--- src/rtl/cache_ctrl.sv ---
// cache_ctrl: sequences CPU word requests onto a direct-mapped cache with
// dirty write-back and 4-word line refill from backing memory.
module cache_ctrl #(
  parameter int DATA_W  = 16,
  parameter int TAG_W   = 5,
  parameter int INDEX_W = 4,
  parameter int WORD_W  = 2,
  parameter int ADDR_W  = TAG_W + INDEX_W + WORD_W
) (
  input  logic               clk,
  input  logic               rst,
  input  logic               cpu_req,
  input  logic               cpu_wr,
  input  logic [ADDR_W-1:0]  cpu_addr,
  input  logic [DATA_W-1:0]  cpu_wdata,
  output logic               cpu_ready,
  output logic [DATA_W-1:0]  cpu_rdata,
  output logic               c_enable,
  output logic               c_cmp,
  output logic               c_write,
  output logic [INDEX_W-1:0] c_index,
  output logic [WORD_W-1:0]  c_word,
  output logic [TAG_W-1:0]   c_tag,
  output logic [DATA_W-1:0]  c_data_in,
  output logic               c_valid_in,
  output logic               c_rst,
  input  logic               c_hit,
  input  logic               c_dirty,
  input  logic               c_valid,
  input  logic [TAG_W-1:0]   c_tag_out,
  input  logic [DATA_W-1:0]  c_data_out,
  input  logic               c_ack,
  output logic               mem_req,
  output logic               mem_wr,
  output logic [ADDR_W-1:0]  mem_addr,
  output logic [DATA_W-1:0]  mem_wdata,
  input  logic [DATA_W-1:0]  mem_rdata,
  input  logic               mem_ack,
  output logic [15:0]        hit_cnt,
  output logic [15:0]        miss_cnt
);
  typedef enum logic [2:0] {
    INIT, IDLE, COMPARE, WB_READ, WB_MEM, REFILL_MEM, REFILL_WR, RESPOND
  } state_t;
  state_t              state_q, state_d;
  logic                wr_q, wr_d;
  logic [ADDR_W-1:0]   addr_q, addr_d;
  logic [DATA_W-1:0]   wdata_q, wdata_d;
  logic [TAG_W-1:0]    vtag_q, vtag_d;
  logic [DATA_W-1:0]   buf_q, buf_d;
  logic [DATA_W-1:0]   rdata_q, rdata_d;
  logic [WORD_W-1:0]   cnt_q, cnt_d;
  logic                retry_q, retry_d;
  logic [15:0]         hit_cnt_q, hit_cnt_d;
  logic [15:0]         miss_cnt_q, miss_cnt_d;
  logic [TAG_W-1:0]    req_tag;
  logic [INDEX_W-1:0]  req_idx;
  logic [WORD_W-1:0]   req_word;
  assign req_tag   = addr_q[ADDR_W-1 -: TAG_W];
  assign req_idx   = addr_q[WORD_W +: INDEX_W];
  assign req_word  = addr_q[WORD_W-1:0];
  assign cpu_rdata = rdata_q;
  assign hit_cnt   = hit_cnt_q;
  assign miss_cnt  = miss_cnt_q;
  always_comb begin
    state_d    = state_q;
    wr_d       = wr_q;
    addr_d     = addr_q;
    wdata_d    = wdata_q;
    vtag_d     = vtag_q;
    buf_d      = buf_q;
    rdata_d    = rdata_q;
    cnt_d      = cnt_q;
    retry_d    = retry_q;
    hit_cnt_d  = hit_cnt_q;
    miss_cnt_d = miss_cnt_q;
    cpu_ready  = 1'b0;
    c_enable   = 1'b0;
    c_cmp      = 1'b0;
    c_write    = 1'b0;
    c_index    = req_idx;
    c_word     = req_word;
    c_tag      = req_tag;
    c_data_in  = wdata_q;
    c_valid_in = 1'b0;
    c_rst      = 1'b0;
    mem_req    = 1'b0;
    mem_wr     = 1'b0;
    mem_addr   = {req_tag, req_idx, cnt_q};
    mem_wdata  = buf_q;
    case (state_q)
      INIT: begin
        c_rst    = 1'b1;
        c_enable = 1'b1;
        state_d  = c_ack ? IDLE : INIT;
      end
      IDLE: if (cpu_req) begin
        wr_d    = cpu_wr;
        addr_d  = cpu_addr;
        wdata_d = cpu_wdata;
        retry_d = 1'b0;
        state_d = COMPARE;
      end
      COMPARE: begin
        c_enable = 1'b1;
        c_cmp    = 1'b1;
        c_write  = wr_q;
        if (c_hit) begin
          rdata_d   = wr_q ? '0 : c_data_out;
          // the post-refill retry hit belongs to the miss already counted
          hit_cnt_d = (retry_q || hit_cnt_q == 16'hFFFF) ? hit_cnt_q : hit_cnt_q + 16'd1;
          state_d   = RESPOND;
        end else begin
          miss_cnt_d = (miss_cnt_q == 16'hFFFF) ? miss_cnt_q : miss_cnt_q + 16'd1;
          vtag_d     = c_tag_out;
          cnt_d      = '0;
          state_d    = (c_valid && c_dirty) ? WB_READ : REFILL_MEM;
        end
      end
      WB_READ: begin
        c_enable = 1'b1;
        c_word   = cnt_q;
        buf_d    = c_data_out;
        state_d  = WB_MEM;
      end
      WB_MEM: begin
        mem_req  = 1'b1;
        mem_wr   = 1'b1;
        mem_addr = {vtag_q, req_idx, cnt_q};
        if (mem_ack) begin
          cnt_d   = cnt_q + 1'b1;
          state_d = (&cnt_q) ? REFILL_MEM : WB_READ;
        end
      end
      REFILL_MEM: begin
        mem_req = 1'b1;
        if (mem_ack) begin
          buf_d   = mem_rdata;
          state_d = REFILL_WR;
        end
      end
      REFILL_WR: begin
        c_enable   = 1'b1;
        c_write    = 1'b1;
        c_word     = cnt_q;
        c_valid_in = 1'b1;
        c_data_in  = buf_q;
        cnt_d      = cnt_q + 1'b1;
        retry_d    = &cnt_q;
        state_d    = (&cnt_q) ? COMPARE : REFILL_MEM;
      end
      RESPOND: begin
        cpu_ready = 1'b1;
        state_d   = IDLE;
      end
      default: state_d = INIT;
    endcase
  end
  always_ff @(posedge clk) begin
    if (rst) begin
      state_q    <= INIT;
      wr_q       <= 1'b0;
      addr_q     <= '0;
      wdata_q    <= '0;
      vtag_q     <= '0;
      buf_q      <= '0;
      rdata_q    <= '0;
      cnt_q      <= '0;
      retry_q    <= 1'b0;
      hit_cnt_q  <= '0;
      miss_cnt_q <= '0;
    end else begin
      state_q    <= state_d;
      wr_q       <= wr_d;
      addr_q     <= addr_d;
      wdata_q    <= wdata_d;
      vtag_q     <= vtag_d;
      buf_q      <= buf_d;
      rdata_q    <= rdata_d;
      cnt_q      <= cnt_d;
      retry_q    <= retry_d;
      hit_cnt_q  <= hit_cnt_d;
      miss_cnt_q <= miss_cnt_d;
    end
  end
endmodule
--- config.mk ---
export PLATFORM = sky130hd
export DESIGN_NAME = cache_ctrl
export DESIGN_NICKNAME = d
export VERILOG_FILES = /design/src/rtl/cache_ctrl.sv
export SDC_FILE = /design/constraint.sdc
export NUM_CORES = 1
export LEC_CHECK = 0
export CORE_ASPECT_RATIO = 1.4
export CORE_MARGIN = 5
export CORE_UTILIZATION = 49
export DETAILED_ROUTE_END_ITERATION = 10
export PLACE_DENSITY = 0.87
export SLEW_MARGIN = 20
export SYNTH_ARGS = -nofsm -noshare
export SYNTH_HDL_FRONTEND = slang
export SYNTH_SLANG_ARGS = --single-unit
--- constraint.sdc ---
create_clock -name clk -period 5.6 [get_ports clk]
set_input_delay 1.12 -clock clk [delete_from_list [all_inputs] [get_ports clk]]
set_output_delay 1.12 -clock clk [all_outputs]
set_load 0.05 [all_outputs]
==> results.toml, run 1 <==
[routing]
vias = 5307
viasPerCell = 5.73
antenna_left = 0
routed_wl_um = 16600
dr.pass1.iters = 7
drt_iter0_drc = 337
drc = 0
post_drt_wl_per_cell_um = 17.9

[clocking]
htreeDepth = 3
cts.sinks = 103
root_buffer = "clkbuf_16"
numCtsBuffers = 9
holdBufCountCts = 0
clock_tree.buffer_depth = 2
cts_tree = "yes"
cts_resized = 0
post_cts_buffers = 0
insertion_delay_ns = 0.34
cts.clk_slew.worst_paths_ns = 0.07

[worst_setup_path]
r2r-start = "state_q[0]$_SDFFE_PP0P_"
start_kind = "flop"
r2r_end = "miss_cnt[6]$_SDFFE_PP0P_"
critPathBufInv = 2
reg2reg_setup_slack_ns = 2.74
critical-path-slowest-cell = "dfxtp_1"
crit_chain = "or2_2 -> clkinv_1 -> nand2_1 -> nand2_1 -> clkdlybuf4s50_1"
reg2reg_depth = 5
criticalPathCategory = "flop to primary output"
cpMostUsedCell = "nand2_1"
cp-end-kind = "primary output"
cp.required_ns = 4.48
worstPathMaxFanout = 28
crit_arrival_ns = 3.21
cpPeakStageDelay_ns = 0.91
critPathTopFamily = "buffers and inverters"

[cells_and_area]
final_cells = 926
drive_above_1_share_pct = 5.94
diodes = 0
area_growth_syn_to_layout_pct = 41.3
nets = 863

[yosys]
seq_area_frac_synth_pct = 40.9
yosysWarnings = 0
ys_seq_elements = 103
syn_nets = 722
synthCells = 645
synth-edff-count = 0
synthFlopType = "dfxtp_1"
avgSynthCellArea_um2 = 7.82
netlist_area_um2 = 5040
ys_types = 54
synth-async-reset-ratio_pct = 0

[timing]
clock.fmax_mhz = 231
skew_ns = 0.00772
worst-slew-pin-transition_ns = 1.10
finalHoldViolCount = 0
period_share_pct = 77.4
layout_min_cycle_time_ns = 4.33
max_slew_margin_pct = 26.5
tns_ns = 0
grt_setup_unrepaired = "no"
setup_viol = 0
finalMaxSlewViolations = 0

[power_and_ir_drop]
p_leak_nw = 2.40
pwr_density_cell_nw_per_um2 = 276
ir_drop_mv = 0.173

[grt]
grt-ovfl-total = 0
antenna_found_initial = 0
grt_pass1_vias = 5011
grt_max_degree = 110
grt_pass1_wl_um = 25400
track_usage_pct = 26.1

[placement]
placed_cells = 910
dpl.hpwl_um = 12100
port_buffers = 182
gp_congestion = 0.874

[hold_path]
min_from = "cpu_rdata[5]$_SDFFE_PP0P_"
hold_depth = 2
hold_end = "cpu_rdata[5]$_SDFFE_PP0P_"
hold_class = "flop to flop"

[floorplanning]
die_area_um2 = 12400
core-area_um2 = 10000
die_width_um = 95.7
fp.dieH_um = 130
ioPinCount = 183
initial_utilization_pct = 50.4
rows = 43

[job]
maxCapViolCount = 0

[status]
status = "completed"
-- layer usage --
layer  GRT usage [%]  routed length [um]
met1            28.7                6090
met2            46.2                8330
met3            7.15                1560
met4            11.6                 583
met5               0                   0
-- final cells by class --
cell class	instances	area, um^2
Multi-Input combinational cell	472	2680
Tap cell	135	169
Clock inverter	4	52.6
Inverter	12	45.0
Sequential cell	103	2060
Timing Repair Buffer	188	1860
Fill cell	794	2880
Clock buffer	12	256
-- Yosys cell counts, drive strengths merged (4+ instances only) --
master    n  area [um^2]
clkbuf   38          143
o41ai     5         43.8
nand3b   17          128
or3       5         31.3
nand2   164          616
a21oi    72          360
mux2     14          158
nor4      5         52.6
or4      11         82.6
a211oi    9         67.6
nor2     37          139
nand4     9         56.3
a311oi   21          184
nand2b    5         31.3
nand3    27          135
nor3      7         40.0
ha        4         50.1
nor2b     9         56.3
o31ai     7         52.6
o21ai     7         35.0
dfxtp   103         2060
inv      11         41.3
buf      20          139
-- state kept, by name, indices dropped and copies added (netlist names) --
name / flops
mem_wdata: 16
addr_q: 11
cnt_q: 2
cpu_rdata: 16
retry_q: 1
vtag_q: 5
state_q: 3
miss_cnt: 16
hit_cnt: 16
wr_q: 1
wdata_q: 16
-- placed cells by master, fill, tap and decap left out, types with 3 or more instances in the layout --
cell type / Yosys / routed
clkdlybuf4s50_1: 0 / 181
nand2_1: 164 / 164
dfxtp_1: 103 / 103
a21oi_1: 72 / 72
nor2_1: 37 / 37
nand3_1: 27 / 27
a311oi_1: 21 / 21
nand3b_1: 17 / 17
mux2_2: 14 / 14
or4_1: 11 / 11
inv_1: 11 / 11
nor2b_1: 9 / 9
nand4_1: 9 / 9
a211oi_1: 9 / 9
clkbuf_16: 0 / 9
o31ai_1: 7 / 7
o21ai_0: 7 / 7
buf_4: 13 / 7
nor3_1: 6 / 6
nand2b_1: 5 / 5
or3_1: 5 / 5
o41ai_1: 5 / 5
ha_1: 4 / 4
or4b_1: 3 / 3
and4_1: 3 / 3
mux2i_1: 3 / 3
-- logic make-up after synthesis --
group / share of synthesized area [%]
xor gates and xnor gates: 0.347
adders and majority gates: 0.993
muxes: 3.72
and+or+nand+nor: 30.4
DFF: 40.9
buffers and inverters: 6.48
AOI/OAI and AO/OA: 17.1
-- worst register-to-register path, stage by stage, from the launching register on --
cell and delay (ns):
dfxtp_1 0.61, buf_4 0.35, or4b_1 0.73, or2_2 0.42, a211oi_1 0.29, mux2_2 0.36
-- through the flow --
stage	cell area, um^2	hold WS, ns	power [W]	worst slack, ns	util (%)
global placement	6810	0.438	0.00132	1.83	68.1
detailed placement	6810	0.445	0.00133	1.70	68.1
global route	7130	0.469	0.00204	1.04	71.2
floorplan	5040	0.433	0.00115	2.06	-
finish	7130	0.452	0.00197	1.27	71.2
CTS	7120	0.454	0.00197	1.32	71.1
-- worst max path at each step --
stage | startpoint | slack [ns] | cells after the start | end
after CTS | state_q[0]$_SDFFE_PP0P_ | 1.32 | 5 | c_data_in[4]
after floorplan | state_q[1]$_SDFFE_PP0P_ | 2.06 | 8 | c_data_in[10]
after detailed placement | state_q[0]$_SDFFE_PP0P_ | 1.70 | 5 | c_data_in[4]
after global placement | state_q[0]$_SDFFE_PP0P_ | 1.83 | 5 | c_data_in[15]
final | state_q[0]$_SDFFE_PP0P_ | 1.27 | 5 | c_data_in[4]
after global routing | state_q[2]$_SDFFE_PP0P_ | 1.04 | 6 | c_data_in[3]
-- power by group --
part / internal, W / switching (W)
combinational: 0.000187 / 0.000309
clock: 0.000373 / 0.000269
sequential: 0.000770 / 0.0000576
total: 0.00133 / 0.000635
No activity file was read; power rests on OpenSTA's default activity.
==> run 2: changes to the inputs <==
--- a/config.mk
+++ b/config.mk
@@ -7,9 +7,9 @@
 export LEC_CHECK = 0
 export CORE_ASPECT_RATIO = 1.4
 export CORE_MARGIN = 5
-export CORE_UTILIZATION = 49
+export CORE_UTILIZATION = 41
 export DETAILED_ROUTE_END_ITERATION = 10
-export PLACE_DENSITY = 0.87
+export PLACE_DENSITY = 0.77
 export SLEW_MARGIN = 20
 export SYNTH_ARGS = -nofsm -noshare
 export SYNTH_HDL_FRONTEND = slang
==> constraint.sdc (replaced) <==
create_clock -name clk -period 3.85 [get_ports clk]
set_input_delay 0.77 -clock clk [delete_from_list [all_inputs] [get_ports clk]]
set_output_delay 0.77 -clock clk [all_outputs]
set_load 0.05 [all_outputs]
==> run 2 against run 1 <==
Compared with the run above: combinational power up 50%; clock power up 33%; worst setup slack worse by 0.63 ns; critical path depth down 2; total power up 41%; via count down 0.13%; wire length down 3.6%; critical endpoint is now c_word[1]; highest routed layer unchanged.
==> results.toml, run 2 (same netlist as run 1, synthesis figures left out) <==
[status]
status = "completed"

[cells_and_area]
mostFrequentLayoutCells = "nand2_1, clkdlybuf4s50_1, dfxtp_1, a21oi_1, nor2_1"
multi_input_area_um2 = 2680
nets = 868
final_common_cell = "nand2_1"
area_growth_syn_to_layout_pct = 40.9
drive_above_1_share_pct = 9.42
seq_area_um2 = 2060
diodes = 0
nFillCells = 1091

[clocking]
holdBufCountCts = 0
insertion_delay_ns = 0.34
clock_tree.buffer_depth = 2
htreeDepth = 3
cts.clk_slew.worst_paths_ns = 0.07
cts_resized = 0
numCtsBuffers = 9
cts_tree = "yes"
post_cts_buffers = 0
cts.sinks = 103
root_buffer = "clkbuf_16"

[placement]
gp_congestion = 0.909
port_buffers = 182
pre_cts_ws_ns = 0.610
dpl.hpwl_um = 11900

[hold_path]
min_from = "wdata_q[13]$_SDFFE_PP0P_"
hold_class = "flop to flop"

[routing]
vias = 5300
drc = 0
viasPerCell = 5.60
antenna_left = 0
drt_iter0_drc = 280
routed_wl_um = 16000
post_drt_wl_per_cell_um = 16.9
dr.pass1.iters = 5

[floorplanning]
core-area_um2 = 12200
die_area_um2 = 14600
ioPinCount = 183
die_width_um = 104
rows = 48
fp.dieH_um = 141
initial_utilization_pct = 41.4

[worst_setup_path]
crit_arrival_ns = 2.45
start_kind = "flop"
criticalPathCategory = "flop to primary output"
critPathTopFamily = "buffers and inverters"
timing.critical_path.from = "state_q[1]$_SDFFE_PP0P_"
crit_chain = "nand2_1 -> mux2_2 -> clkdlybuf4s50_1"
critPathBufInv = 1
worstPathMaxFanout = 24
critical-path-slowest-cell = "clkdlybuf4s50_1"
cp.required_ns = 3.08
cpPeakStageDelay_ns = 0.83
cp-end-kind = "primary output"
r2r-start = "state_q[1]$_SDFFE_PP0P_"

[power_and_ir_drop]
ir_drop_mv = 0.245
p_leak_nw = 2.46
pwr_density_cell_nw_per_um2 = 391
finalPower_w = 0.00278

[timing]
skew_ns = 0.0127
max_slew_margin_pct = 33.4
period_share_pct = 83.6
finalHoldViolCount = 0
layout_min_cycle_time_ns = 3.22
grt_setup_unrepaired = "no"
setup_viol = 0
finalMaxSlewViolations = 0
tns_ns = 0
clock.fmax_mhz = 311
layout_setup_ws_ns = 0.631
worst-slew-pin-transition_ns = 0.999

[grt]
grt_pass1_wl_um = 25500
grt_pass1_vias = 5073
grt-ovfl-total = 0
grt_max_degree = 69
antenna_found_initial = 0
track_usage_pct = 21.0

[job]
maxCapViolCount = 0
## run 2: path summary, 6_finish.rpt
path	to	slack (ns)	cells after the start
worst max-delay path	c_word[1]	0.63	3
worst min-delay path	wdata_q[13]$_SDFFE_PP0P_	0.46	2
worst max register to register	miss_cnt[6]$_SDFFE_PP0P_	1.14	4
worst min register to register	wdata_q[13]$_SDFFE_PP0P_	0.46	2
## run 2: area by class of cell
| type | count | share of cell area, % |
|---|---|---|
| Timing Repair Buffer | 193 | 26.1 |
| Inverter | 12 | 0.634 |
| Clock inverter | 3 | 0.247 |
| Tap cell | 150 | 2.64 |
| Multi-Input combinational cell | 472 | 37.7 |
| Sequential cell | 103 | 29.0 |
| Clock buffer | 13 | 3.66 |
## run 2: routing by layer
layer | wire [um] | track usage [%] | vias up
met3 | 1090 | 4.63 | 33
met5 | 0 | 0 | -
li1 | - | - | 2561
met2 | 8210 | 37.1 | 239
met4 | 490 | 8.94 | 0
met1 | 6180 | 24.4 | 2467
## run 2: where the power goes
part	switching, W	internal, W	total [W]	leakage, nW
sequential	0.0000580	0.00112	0.00118	0.833
combinational	0.000469	0.000274	0.000743	1.49
clock	0.000382	0.000472	0.000854	0.136
## run 2: worst register-to-register path, delay by kind of cell, from the launching register on
family           cells  cell delay, ns
AND/OR/NAND/NOR      2            1.13
flip-flops           1            0.82
multiplexers         1            0.37
AO/OA/AOI/OAI        1            0.29
## run 2: through the flow
step                      util (%)  hold slack, ns  std cells  instance area, um^2
after floorplan                  -           0.433        645                 5040
after global placement        56.0           0.442        930                 6830
after detailed placement      56.0           0.447        930                 6830
after CTS                     58.3           0.458        946                 7100
after global routing          58.3           0.475        946                 7100
final                         58.3           0.457        946                 7100
==> run 3: changes to the inputs <==
==> constraint.sdc (replaced) <==
create_clock -name clk -period 2.65 [get_ports clk]
set_input_delay 0.53 -clock clk [delete_from_list [all_inputs] [get_ports clk]]
set_output_delay 0.53 -clock clk [all_outputs]
set_load 0.05 [all_outputs]
==> run 3 against run 2 <==
Compared with the run above: wire length increased by 2.0%; die area unchanged; highest routed layer unchanged; count of clock-buffer cells in the layout decreased by 2; flip-flop and latch count unchanged; non-clock buffer count increased by 12; global-route usage increased by 0.099 points; critical path type unchanged; largest power group unchanged.
==> results.toml, run 3 (same netlist as run 1, synthesis figures left out) <==
[status]
status = "completed"

[worst_setup_path]
crit_chain = "nor2b_1 -> nor2b_1 -> buf_4 -> mux2_2 -> buf_4"
cp-end-kind = "primary output"
cp.required_ns = 2.12
reg2reg_setup_slack_ns = 0.43
critPathCapture = "mem_addr[6]"
start_kind = "flop"
worstPathMaxFanout = 7
r2r-start = "state_q[2]$_SDFFE_PP0P_"
criticalPathCategory = "flop to primary output"
cpPeakStageDelay_ns = 0.47
timing.critical_path.from = "state_q[2]$_SDFFE_PP0P_"
crit_arrival_ns = 1.90
reg2reg_depth = 5
critical-path-slowest-cell = "dfxtp_1"
r2r_end = "hit_cnt[13]$_SDFFE_PP0P_"

[timing]
tns_ns = 0
finalMaxSlewViolations = 0
period_share_pct = 91.9
skew_ns = 0.0121
worst-slew-pin-transition_ns = 0.559
clock.fmax_mhz = 411
max_slew_margin_pct = 62.5
setup_viol = 0
layout_setup_ws_ns = 0.215
grt_setup_unrepaired = "no"
finalHoldViolCount = 0
layout_min_cycle_time_ns = 2.43

[power_and_ir_drop]
p_leak_nw = 2.54
pwr_density_cell_nw_per_um2 = 571
ir_drop_mv = 0.298

[cells_and_area]
drive_above_1_share_pct = 11.8
diodes = 0
nets = 880
mostFrequentLayoutCells = "nand2_1, clkdlybuf4s50_1, dfxtp_1, a21oi_1, buf_4"
final_common_cell = "nand2_1"
area_growth_syn_to_layout_pct = 43.8

[routing]
wl_met1_um = 6340
antenna_left = 0
wl_met2_um = 8660
vias = 5252
drc = 0
drt_iter0_drc = 193
dr.pass1.iters = 5
dr.max_layer_used = "met4"
routed_wl_um = 16300
post_drt_wl_per_cell_um = 17.0
met3_length_um = 952
viasPerCell = 5.49

[floorplanning]
initial_utilization_pct = 41.4
rows = 48
die_width_um = 104
ioPinCount = 183
core-area_um2 = 12200
die_area_um2 = 14600
fp.dieH_um = 141

[placement]
gp_congestion = 0.904
dpl.hpwl_um = 12500
pre_cts_ws_ns = -0.0165
port_buffers = 182

[grt]
grt_pass1_vias = 5108
grt-ovfl-total = 0
track_usage_pct = 21.1
grt_max_degree = 48
antenna_found_initial = 0
grt_pass1_wl_um = 25600

[clocking]
insertion_delay_ns = 0.34
root_buffer = "clkbuf_16"
cts_tree = "yes"
clock_tree.buffer_depth = 2
numCtsBuffers = 9
cts.clk_slew.worst_paths_ns = 0.07
post_cts_buffers = 0
htreeDepth = 3
cts.sinks = 103

[hold_path]
hold_class = "flop to flop"

[job]
maxCapViolCount = 0
==> run 3: changes by cell type in the layout (fill, tap and decap cells not counted), sizes merged <==
cell           before  now
clkinvlp            1    2
clkbuf             13   11
bufinv              0    1
clkinv              3    1
clkdlybuf4s50     157  150
buf                36   55
inv                11   12
==> run 3: area by class of cell <==
class                           instances  area [um^2]
Multi-Input combinational cell        472         2680
Tap cell                              150          188
Fill cell                            1078         4940
Clock buffer                           11          243
Timing Repair Buffer                  205         1980
Sequential cell                       103         2060
Inverter                               12         48.8
Clock inverter                          4         55.1
==> run 3: worst min path at each step <==
stage,to,startpoint,depth (start not counted)
CTS,cpu_rdata[14]$_SDFFE_PP0P_,cpu_rdata[14]$_SDFFE_PP0P_,2
global route,cpu_rdata[1]$_SDFFE_PP0P_,cpu_rdata[1]$_SDFFE_PP0P_,2
finish,cpu_rdata[14]$_SDFFE_PP0P_,cpu_rdata[14]$_SDFFE_PP0P_,2
global placement,cpu_rdata[11]$_SDFFE_PP0P_,cpu_rdata[11]$_SDFFE_PP0P_,2
floorplan,addr_q[0]$_SDFFE_PP0P_,addr_q[0]$_SDFFE_PP0P_,2
detailed placement,cpu_rdata[14]$_SDFFE_PP0P_,cpu_rdata[14]$_SDFFE_PP0P_,2
==> run 3: power breakdown <==
group,switching [W],leakage [nW],internal (W)
registers,0.0000841,0.833,0.00163
clock network,0.000560,0.142,0.000758
logic,0.000686,1.57,0.000422
==> run 3: per-layer routing <==
layer | vias to the layer above | global-route usage, %
met4 | 0 | 8.53
li1 | 2584 | -
met3 | 23 | 5.31
met5 | - | 0
met2 | 186 | 37.6
met1 | 2459 | 24.0
==> run 3: through the flow <==
stage	hold slack, ns	utilization (%)	cell area [um^2]	power, W	std cells
final	0.455	59.5	7250	0.00414	957
after global routing	0.470	59.5	7250	0.00433	957
after CTS	0.455	59.4	7250	0.00418	957
after detailed placement	0.446	57.0	6950	0.00286	942
after global placement	0.442	57.0	6950	0.00284	942
after floorplan	0.433	-	5040	0.00243	645
==> run 3: what timing repair did <==
action / 4_1_cts / 5_1_grt
hold endpoints to repair: 0 / 0
hold buffers: 0 / 0
endpoints found under the setup margin: 0 / 16
gates resized for setup: 0 / 1
==> run 3: critical path: cells and delay by family, from the launching register on <==
kind / cells / cell delay (ns)
flops: 1 / 0.47
mux: 1 / 0.36
simple gates: 2 / 0.37
buf+inv: 2 / 0.38
